## src/rtl/mem_arb_pkg.sv

```systemverilog
// rtl/mem_arb_pkg.sv - shared types and default widths for the CU memory arbiter
package mem_arb_pkg;

    localparam int DEF_NUM_CU          = 4;
    localparam int DEF_ADDR_W          = 32;
    localparam int DEF_DATA_W          = 32;
    localparam int DEF_RD_W            = 5;
    localparam int DEF_MAX_OUTSTANDING = 16;

    typedef logic [$clog2(DEF_NUM_CU)-1:0] cu_id_t;

    typedef struct packed {
        logic                  is_load;
        logic [DEF_ADDR_W-1:0] addr;
        logic [DEF_DATA_W-1:0] wdata;
        logic [DEF_RD_W-1:0]   rd;
    } mem_req_t;

endpackage

```

## src/rtl/mem_arb_tag_fifo.sv

```systemverilog
// rtl/mem_arb_tag_fifo.sv - in-order FIFO of requester IDs for outstanding loads
module mem_arb_tag_fifo #(
    parameter int DEPTH = 16,
    parameter int ID_W  = 2
) (
    input  logic                     clk,
    input  logic                     rst_n,
    input  logic                     push_i,
    input  logic [ID_W-1:0]          push_id_i,
    input  logic                     pop_i,
    output logic [ID_W-1:0]          head_o,
    output logic                     full_o,
    output logic                     empty_o,
    output logic [$clog2(DEPTH):0]   count_o
);

    localparam int PTR_W = $clog2(DEPTH);

    logic [ID_W-1:0]  mem_q [DEPTH];
    logic [PTR_W-1:0] wr_ptr_q;
    logic [PTR_W-1:0] rd_ptr_q;
    logic [PTR_W:0]   count_q;
    logic             do_push;
    logic             do_pop;

    assign full_o  = (count_q == (PTR_W+1)'(DEPTH));
    assign empty_o = (count_q == '0);
    assign count_o = count_q;
    assign head_o  = mem_q[rd_ptr_q];
    assign do_push = push_i && !full_o;
    assign do_pop  = pop_i && !empty_o;

    always_ff @(posedge clk) begin
        if (!rst_n) begin
            wr_ptr_q <= '0;
            rd_ptr_q <= '0;
            count_q  <= '0;
        end else begin
            if (do_push) begin
                wr_ptr_q <= wr_ptr_q + PTR_W'(1);
            end
            if (do_pop) begin
                rd_ptr_q <= rd_ptr_q + PTR_W'(1);
            end
            case ({do_push, do_pop})
                2'b10:   count_q <= count_q + (PTR_W+1)'(1);
                2'b01:   count_q <= count_q - (PTR_W+1)'(1);
                default: count_q <= count_q;
            endcase
        end
    end

    // Storage needs no reset: entries are only read between push and pop.
    always_ff @(posedge clk) begin
        if (do_push) begin
            mem_q[wr_ptr_q] <= push_id_i;
        end
    end

endmodule

```

## src/rtl/cu_mem_arbiter.sv

```systemverilog
// rtl/cu_mem_arbiter.sv - round-robin CU memory arbiter with in-order response routing (optional MEM_ARB_PERF_EN)
module cu_mem_arbiter
    import mem_arb_pkg::*;
#(
    parameter int NUM_CU          = DEF_NUM_CU,
    parameter int ADDR_W          = DEF_ADDR_W,
    parameter int DATA_W          = DEF_DATA_W,
    parameter int RD_W            = DEF_RD_W,
    parameter int MAX_OUTSTANDING = DEF_MAX_OUTSTANDING
) (
    input  logic                       clk,
    input  logic                       rst_n,
    input  logic [NUM_CU-1:0]          cu_req_valid,
    input  logic [NUM_CU-1:0]          cu_req_is_load,
    input  logic [NUM_CU*ADDR_W-1:0]   cu_req_addr,
    input  logic [NUM_CU*DATA_W-1:0]   cu_req_wdata,
    input  logic [NUM_CU*RD_W-1:0]     cu_req_rd,
    output logic [NUM_CU-1:0]          cu_req_ready,
    output logic [NUM_CU-1:0]          cu_resp_valid,
    output logic [RD_W-1:0]            cu_resp_rd,
    output logic [DATA_W-1:0]          cu_resp_data,
    output logic                       mem_req_valid,
    output logic                       mem_req_is_load,
    output logic [ADDR_W-1:0]          mem_req_addr,
    output logic [DATA_W-1:0]          mem_req_wdata,
    output logic [RD_W-1:0]            mem_req_rd,
    input  logic                       mem_req_ready,
    input  logic                       mem_resp_valid,
    input  logic [RD_W-1:0]            mem_resp_rd,
    input  logic [DATA_W-1:0]          mem_resp_data,
    output logic                       err_resp_underflow
`ifdef MEM_ARB_PERF_EN
    ,
    output logic [NUM_CU*32-1:0]       perf_grant_cnt,
    output logic [31:0]                perf_stall_cnt
`endif
);

    localparam int ID_W  = $clog2(NUM_CU);
    localparam int CNT_W = $clog2(MAX_OUTSTANDING) + 1;
    localparam logic [ID_W-1:0] LAST_ID = ID_W'(NUM_CU - 1);

    logic              fifo_full;
    logic              fifo_empty;
    logic [ID_W-1:0]   fifo_head;
    logic [CNT_W-1:0]  fifo_count;

    logic [NUM_CU-1:0] eligible;
    logic              found;
    logic              grant;
    logic              can_load;
    logic              resp_pop;
    logic [ID_W-1:0]   winner;
    logic              sel_is_load;
    logic [ADDR_W-1:0] sel_addr;
    logic [DATA_W-1:0] sel_wdata;
    logic [RD_W-1:0]   sel_rd;

    logic [ID_W-1:0]   rr_ptr_q;
    logic              out_valid_q;
    logic              out_is_load_q;
    logic [ADDR_W-1:0] out_addr_q;
    logic [DATA_W-1:0] out_wdata_q;
    logic [RD_W-1:0]   out_rd_q;
    logic [NUM_CU-1:0] resp_valid_q;
    logic [RD_W-1:0]   resp_rd_q;
    logic [DATA_W-1:0] resp_data_q;
    logic              err_q;

    assign can_load = !out_valid_q || mem_req_ready;

    // Loads need a free tag slot; a same-cycle pop does not count as free.
    always_comb begin
        int idx;
        eligible = cu_req_valid & ~(cu_req_is_load & {NUM_CU{fifo_full}});
        found    = 1'b0;
        winner   = '0;
        for (int k = 0; k < NUM_CU; k++) begin
            idx = int'(rr_ptr_q) + k;
            if (idx >= NUM_CU) begin
                idx = idx - NUM_CU;
            end
            if (!found && eligible[ID_W'(idx)]) begin
                found  = 1'b1;
                winner = ID_W'(idx);
            end
        end
    end

    assign grant        = found && can_load && rst_n;
    assign cu_req_ready = grant ? (NUM_CU'(1) << winner) : '0;
    assign sel_is_load  = cu_req_is_load[winner];
    assign sel_addr     = cu_req_addr[winner*ADDR_W +: ADDR_W];
    assign sel_wdata    = cu_req_wdata[winner*DATA_W +: DATA_W];
    assign sel_rd       = cu_req_rd[winner*RD_W +: RD_W];
    assign resp_pop     = mem_resp_valid && !fifo_empty;

    mem_arb_tag_fifo #(
        .DEPTH (MAX_OUTSTANDING),
        .ID_W  (ID_W)
    ) u_tag_fifo (
        .clk       (clk),
        .rst_n     (rst_n),
        .push_i    (grant && sel_is_load),
        .push_id_i (winner),
        .pop_i     (resp_pop),
        .head_o    (fifo_head),
        .full_o    (fifo_full),
        .empty_o   (fifo_empty),
        .count_o   (fifo_count)
    );

    always_ff @(posedge clk) begin
        if (!rst_n) begin
            rr_ptr_q      <= '0;
            out_valid_q   <= 1'b0;
            out_is_load_q <= 1'b0;
            out_addr_q    <= '0;
            out_wdata_q   <= '0;
            out_rd_q      <= '0;
        end else if (grant) begin
            rr_ptr_q      <= (winner == LAST_ID) ? '0 : winner + ID_W'(1);
            out_valid_q   <= 1'b1;
            out_is_load_q <= sel_is_load;
            out_addr_q    <= sel_addr;
            out_wdata_q   <= sel_wdata;
            out_rd_q      <= sel_rd;
        end else if (mem_req_ready) begin
            out_valid_q   <= 1'b0;
        end
    end

    always_ff @(posedge clk) begin
        if (!rst_n) begin
            resp_valid_q <= '0;
            resp_rd_q    <= '0;
            resp_data_q  <= '0;
            err_q        <= 1'b0;
        end else begin
            resp_valid_q <= resp_pop ? (NUM_CU'(1) << fifo_head) : '0;
            if (resp_pop) begin
                resp_rd_q   <= mem_resp_rd;
                resp_data_q <= mem_resp_data;
            end
            if (mem_resp_valid && fifo_empty) begin
                err_q <= 1'b1;
            end
        end
    end

    // Eligibility gating must keep the tag count within the FIFO depth.
    assert property (@(posedge clk) disable iff (!rst_n)
        fifo_count <= CNT_W'(MAX_OUTSTANDING));

    assign mem_req_valid      = out_valid_q;
    assign mem_req_is_load    = out_is_load_q;
    assign mem_req_addr       = out_addr_q;
    assign mem_req_wdata      = out_wdata_q;
    assign mem_req_rd         = out_rd_q;
    assign cu_resp_valid      = resp_valid_q;
    assign cu_resp_rd         = resp_rd_q;
    assign cu_resp_data       = resp_data_q;
    assign err_resp_underflow = err_q;

`ifdef MEM_ARB_PERF_EN
    logic [NUM_CU*32-1:0] perf_grant_q;
    logic [31:0]          perf_stall_q;

    always_ff @(posedge clk) begin
        if (!rst_n) begin
            perf_grant_q <= '0;
            perf_stall_q <= '0;
        end else begin
            for (int i = 0; i < NUM_CU; i++) begin
                if (cu_req_ready[i] && (perf_grant_q[i*32 +: 32] != 32'hFFFF_FFFF)) begin
                    perf_grant_q[i*32 +: 32] <= perf_grant_q[i*32 +: 32] + 32'd1;
                end
            end
            if ((|cu_req_valid) && !grant && (perf_stall_q != 32'hFFFF_FFFF)) begin
                perf_stall_q <= perf_stall_q + 32'd1;
            end
        end
    end

    assign perf_grant_cnt = perf_grant_q;
    assign perf_stall_cnt = perf_stall_q;
`endif

endmodule

```

## config.mk

```make
export PLATFORM = sky130hd
export DESIGN_NAME = cu_mem_arbiter
export DESIGN_NICKNAME = d
export VERILOG_FILES = /design/src/rtl/mem_arb_pkg.sv /design/src/rtl/mem_arb_tag_fifo.sv /design/src/rtl/cu_mem_arbiter.sv
export SDC_FILE = /design/constraint.sdc
export NUM_CORES = 1
export LEC_CHECK = 0
export CAP_MARGIN = 20
export CORE_AREA = 2 2 174 176
export CTS_CLUSTER_SIZE = 25
export DETAILED_ROUTE_END_ITERATION = 8
export DIE_AREA = 0 0 176 178
export SETUP_SLACK_MARGIN = 0.05
export SYNTH_ARGS = -nofsm -noshare
export SYNTH_HDL_FRONTEND = slang
export SYNTH_SLANG_ARGS = --single-unit
```

## constraint.sdc

```tcl
create_clock -name clk -period 5.2 [get_ports clk]
set_input_delay 0.78 -clock clk [delete_from_list [all_inputs] [get_ports clk]]
set_output_delay 0.78 -clock clk [all_outputs]
set_load 0.02 [all_outputs]
```

==> results.cfg <==
[run_status]
status = complete, no violations

[timing]
relSlewSlack_pct = 35.2
fmax_mhz = 204
tightestPinTransition_ps = 973
final_max_slew_viol_count = 0
clock_skew_ps = 17.6
fin_setup_tns_ps = 0
final-setup-viol-count = 0
rsz0062_at_grt = no
period_minus_slack_ps = 4900
finalHoldViolCount = 0
layout_worst_path_cycle_share_pct = 94.2

[drt]
via_per_inst = 4.72
first_pass_iters = 7
via_count = 8491
avgRoutedWirePerCell_um = 17.2
wl_mm = 31.0
drc = 0
drt-initial-drc-count = 392
ant_nets = 0

[cts]
postCtsHoldBufs = 0
post_cts_buffers = 0
cts_tree = done
root_buffer = clkbuf_16
cts.sinks = 164
post_cts_resized = 0
cts-htree-levels = 4
cts_buffers = 17
clockBufferDepth = 2
cts.clk_slew.worst_paths_ps = 70
worstSkewPairLatency_ps = 440

[finish]
syn_to_final_growth_pct = 65.7
drive_gt1_share_pct = 5.33
nNetsFinal = 1732
fillers = 2888
instances_no_fill = 1799

[die]
rows = 63
core_area_um2 = 29400
die-area_um2 = 31300
die-height_um = 178
die_w_um = 176
io_pins = 442
initial_utilization_pct = 27.7

[yosys]
synth_xor_area_share_pct = 0.968
syn_area_per_cell_um2 = 8.20
yosys.area_share.simple_pct = 21.0
synth_top_family_by_area = compound AO/OA/AOI/OAI gates
ys_seq_elements = 164
syn-num-nets = 1331
yosysWarnings = 0
synthDistinctLibCells = 42
synth_area_um2 = 8140
synth-compound-area-share_pct = 21.3
seq_area_frac_synth_pct = 44.2
synth.area.mux_share_pct = 6.38
syn_inst = 993
synth-adder-area-share_pct = 2.00

[worst_setup_path]
end_kind = output port
crit_family = buffers and inverters
path_max_fanout = 67
crit_slowest_cell = or4_1
arrival_ps = 4120
crit_buf_inv = 2
required_ps = 4420
worstPathCellList = or4_1, o21ai_1, o2bb2ai_1, a2111oi_4, buf_4, ha_1, and2_1, clkdlybuf4s50_1
critPathKind = register to output port
slowest_delay_ps = 710
start_kind = register

[place]
post-dp-hpwl_mm = 22.9
gp_congestion = 0.877
place_inst = 1765
port_buffers = 441

[power]
p_leak_nw = 5.54
design_power_total_w = 0.00627
powerDensity_nw_per_um2 = 465
ir_drop_mv = 0.278

[flow_run]
maxCapViolations = 0

[global_route]
grt_max_degree = 92
grt-ovfl-total = 0
grt_pass1_vias = 8276
grt_first_pass_wirelength_mm = 46.1
antenna_found_initial = 2
grt.total_usage_pct = 19.1

[worst_hold_path]
hold_path_class = register to register
routing by layer:
| layer | up-vias | global-route usage (%) | wire (um) |
|---|---|---|---|
| li1 | 4213 | - | - |
| met1 | 3926 | 21.7 | 12200 |
| met2 | 305 | 33.6 | 15600 |
| met3 | 47 | 5.92 | 2280 |
| met4 | 0 | 7.51 | 922 |
| met5 | - | 0 | 0 |
cell type report:
cell class,instances,area [um2],area share (%)
Timing Repair Buffer,457,4540,33.7
Multi-Input combinational cell,742,4220,31.2
Sequential cell,164,3600,26.7
Tap cell,390,488,3.62
Clock buffer,17,425,3.15
Clock inverter,15,168,1.24
Inverter,12,47.5,0.352
Antenna cell,2,5.00,0.0371
synth_stat cells:
cell / count / area, um2
nand2_1: 346 / 1300
dfxtp_1: 132 / 2640
a21oi_1: 130 / 651
a211o_1: 62 / 543
clkbuf_1: 61 / 229
a21boi_0: 42 / 315
edfxtp_1: 32 / 961
mux2i_1: 17 / 170
nand3_1: 15 / 75.1
o21ai_0: 15 / 75.1
and2_1: 14 / 87.6
and3_1: 13 / 81.3
ha_1: 13 / 163
mux4_2: 12 / 270
inv_1: 10 / 37.5
nor2b_1: 8 / 50.1
buf_1: 7 / 26.3
buf_2: 7 / 35.0
mux2_2: 7 / 78.8
nor2_1: 6 / 22.5
nand2b_1: 5 / 31.3
nor3_1: 5 / 25.0
xor2_1: 5 / 43.8
xnor2_1: 4 / 35.0
o211ai_1: 3 / 22.5
o21ai_1: 3 / 15.0
o211a_1: 2 / 20.0
o21a_1: 2 / 15.0
or3_1: 2 / 12.5
a2111oi_4: 1 / 27.5
a21boi_1: 1 / 7.51
a22oi_1: 1 / 7.51
a311o_1: 1 / 10.0
clkinv_1: 1 / 3.75
inv_2: 1 / 3.75
nand4_1: 1 / 6.26
nor2_2: 1 / 6.26
nor3b_1: 1 / 7.51
o22ai_1: 1 / 6.26
o2bb2ai_1: 1 / 8.76
o311ai_0: 1 / 8.76
or4_1: 1 / 7.51
state kept, by name (all words and copies together), names as in the netlist, 2 cells and up, named ones only:
signal	flops
mem_req_wdata	32
mem_req_addr	32
u_tag_fifo.mem_q	32
cu_resp_valid	4
u_tag_fifo.rd_ptr_q	4
rr_ptr_q	2
u_tag_fifo.count_o	5
mem_req_rd	5
cu_resp_rd	5
cu_resp_data	32
u_tag_fifo.wr_ptr_q	4
cell usage in the layout, fill, tap and decap left out, types with 5 or more instances in the layout:
cell type	netlist	final
mux2_2	7	7
nand3_1	15	15
buf_4	0	15
ha_1	13	13
o21ai_0	15	15
nor2_1	6	6
nor2b_1	8	8
a21boi_0	42	42
nor3_1	5	5
and3_1	13	13
dfxtp_1	132	132
clkdlybuf4s50_1	0	440
edfxtp_1	32	32
mux4_2	12	12
mux2i_1	17	17
a211o_1	62	62
clkbuf_16	0	17
xor2_1	5	5
inv_1	10	10
a21oi_1	130	130
and2_1	14	13
nand2_1	346	345
through the flow:
stage | hold slack [ps] | setup WS [ps] | utilization (%) | instance area (um2)
after CTS | 467 | 277 | 45.9 | 13500
after floorplan | 480 | 636 | - | 8140
after global placement | 442 | 487 | 43.9 | 12900
after detailed placement | 449 | 458 | 43.9 | 12900
final | 463 | 303 | 45.9 | 13500
after global routing | 478 | 60.9 | 45.9 | 13500
path summary, 6_finish.rpt:
kind,from,depth (start not counted),slack [ps],end
hold / removal,mem_req_addr[17],1,460,mem_req_addr[17]
hold reg to reg,mem_req_addr[17],1,460,mem_req_addr[17]
setup reg to reg,u_tag_fifo.count_o[1],17,710,u_tag_fifo.count_o[4]
setup / recovery,u_tag_fifo.count_o[1],8,300,cu_req_ready[1]
logic make-up (layout without fill, tap and decap cells):
| kind of cell | count (synthesis) | in the layout |
|---|---|---|
| simple gates | 418 | 418 |
| compound gates | 266 | 266 |
| flops | 164 | 164 |
| other cells | 0 | 2 |
| mux | 36 | 36 |
| fa+ha+maj | 13 | 13 |
| xor+xnor | 9 | 9 |
| buf+inv | 87 | 501 |
report_power, final:
part	leakage (nW)	switching [W]	internal [W]
sequential	1.38	0.000225	0.00169
combinational	3.88	0.00172	0.00136
clock	0.284	0.000602	0.000684
Note: power is estimated with default switching activity, not from simulation.
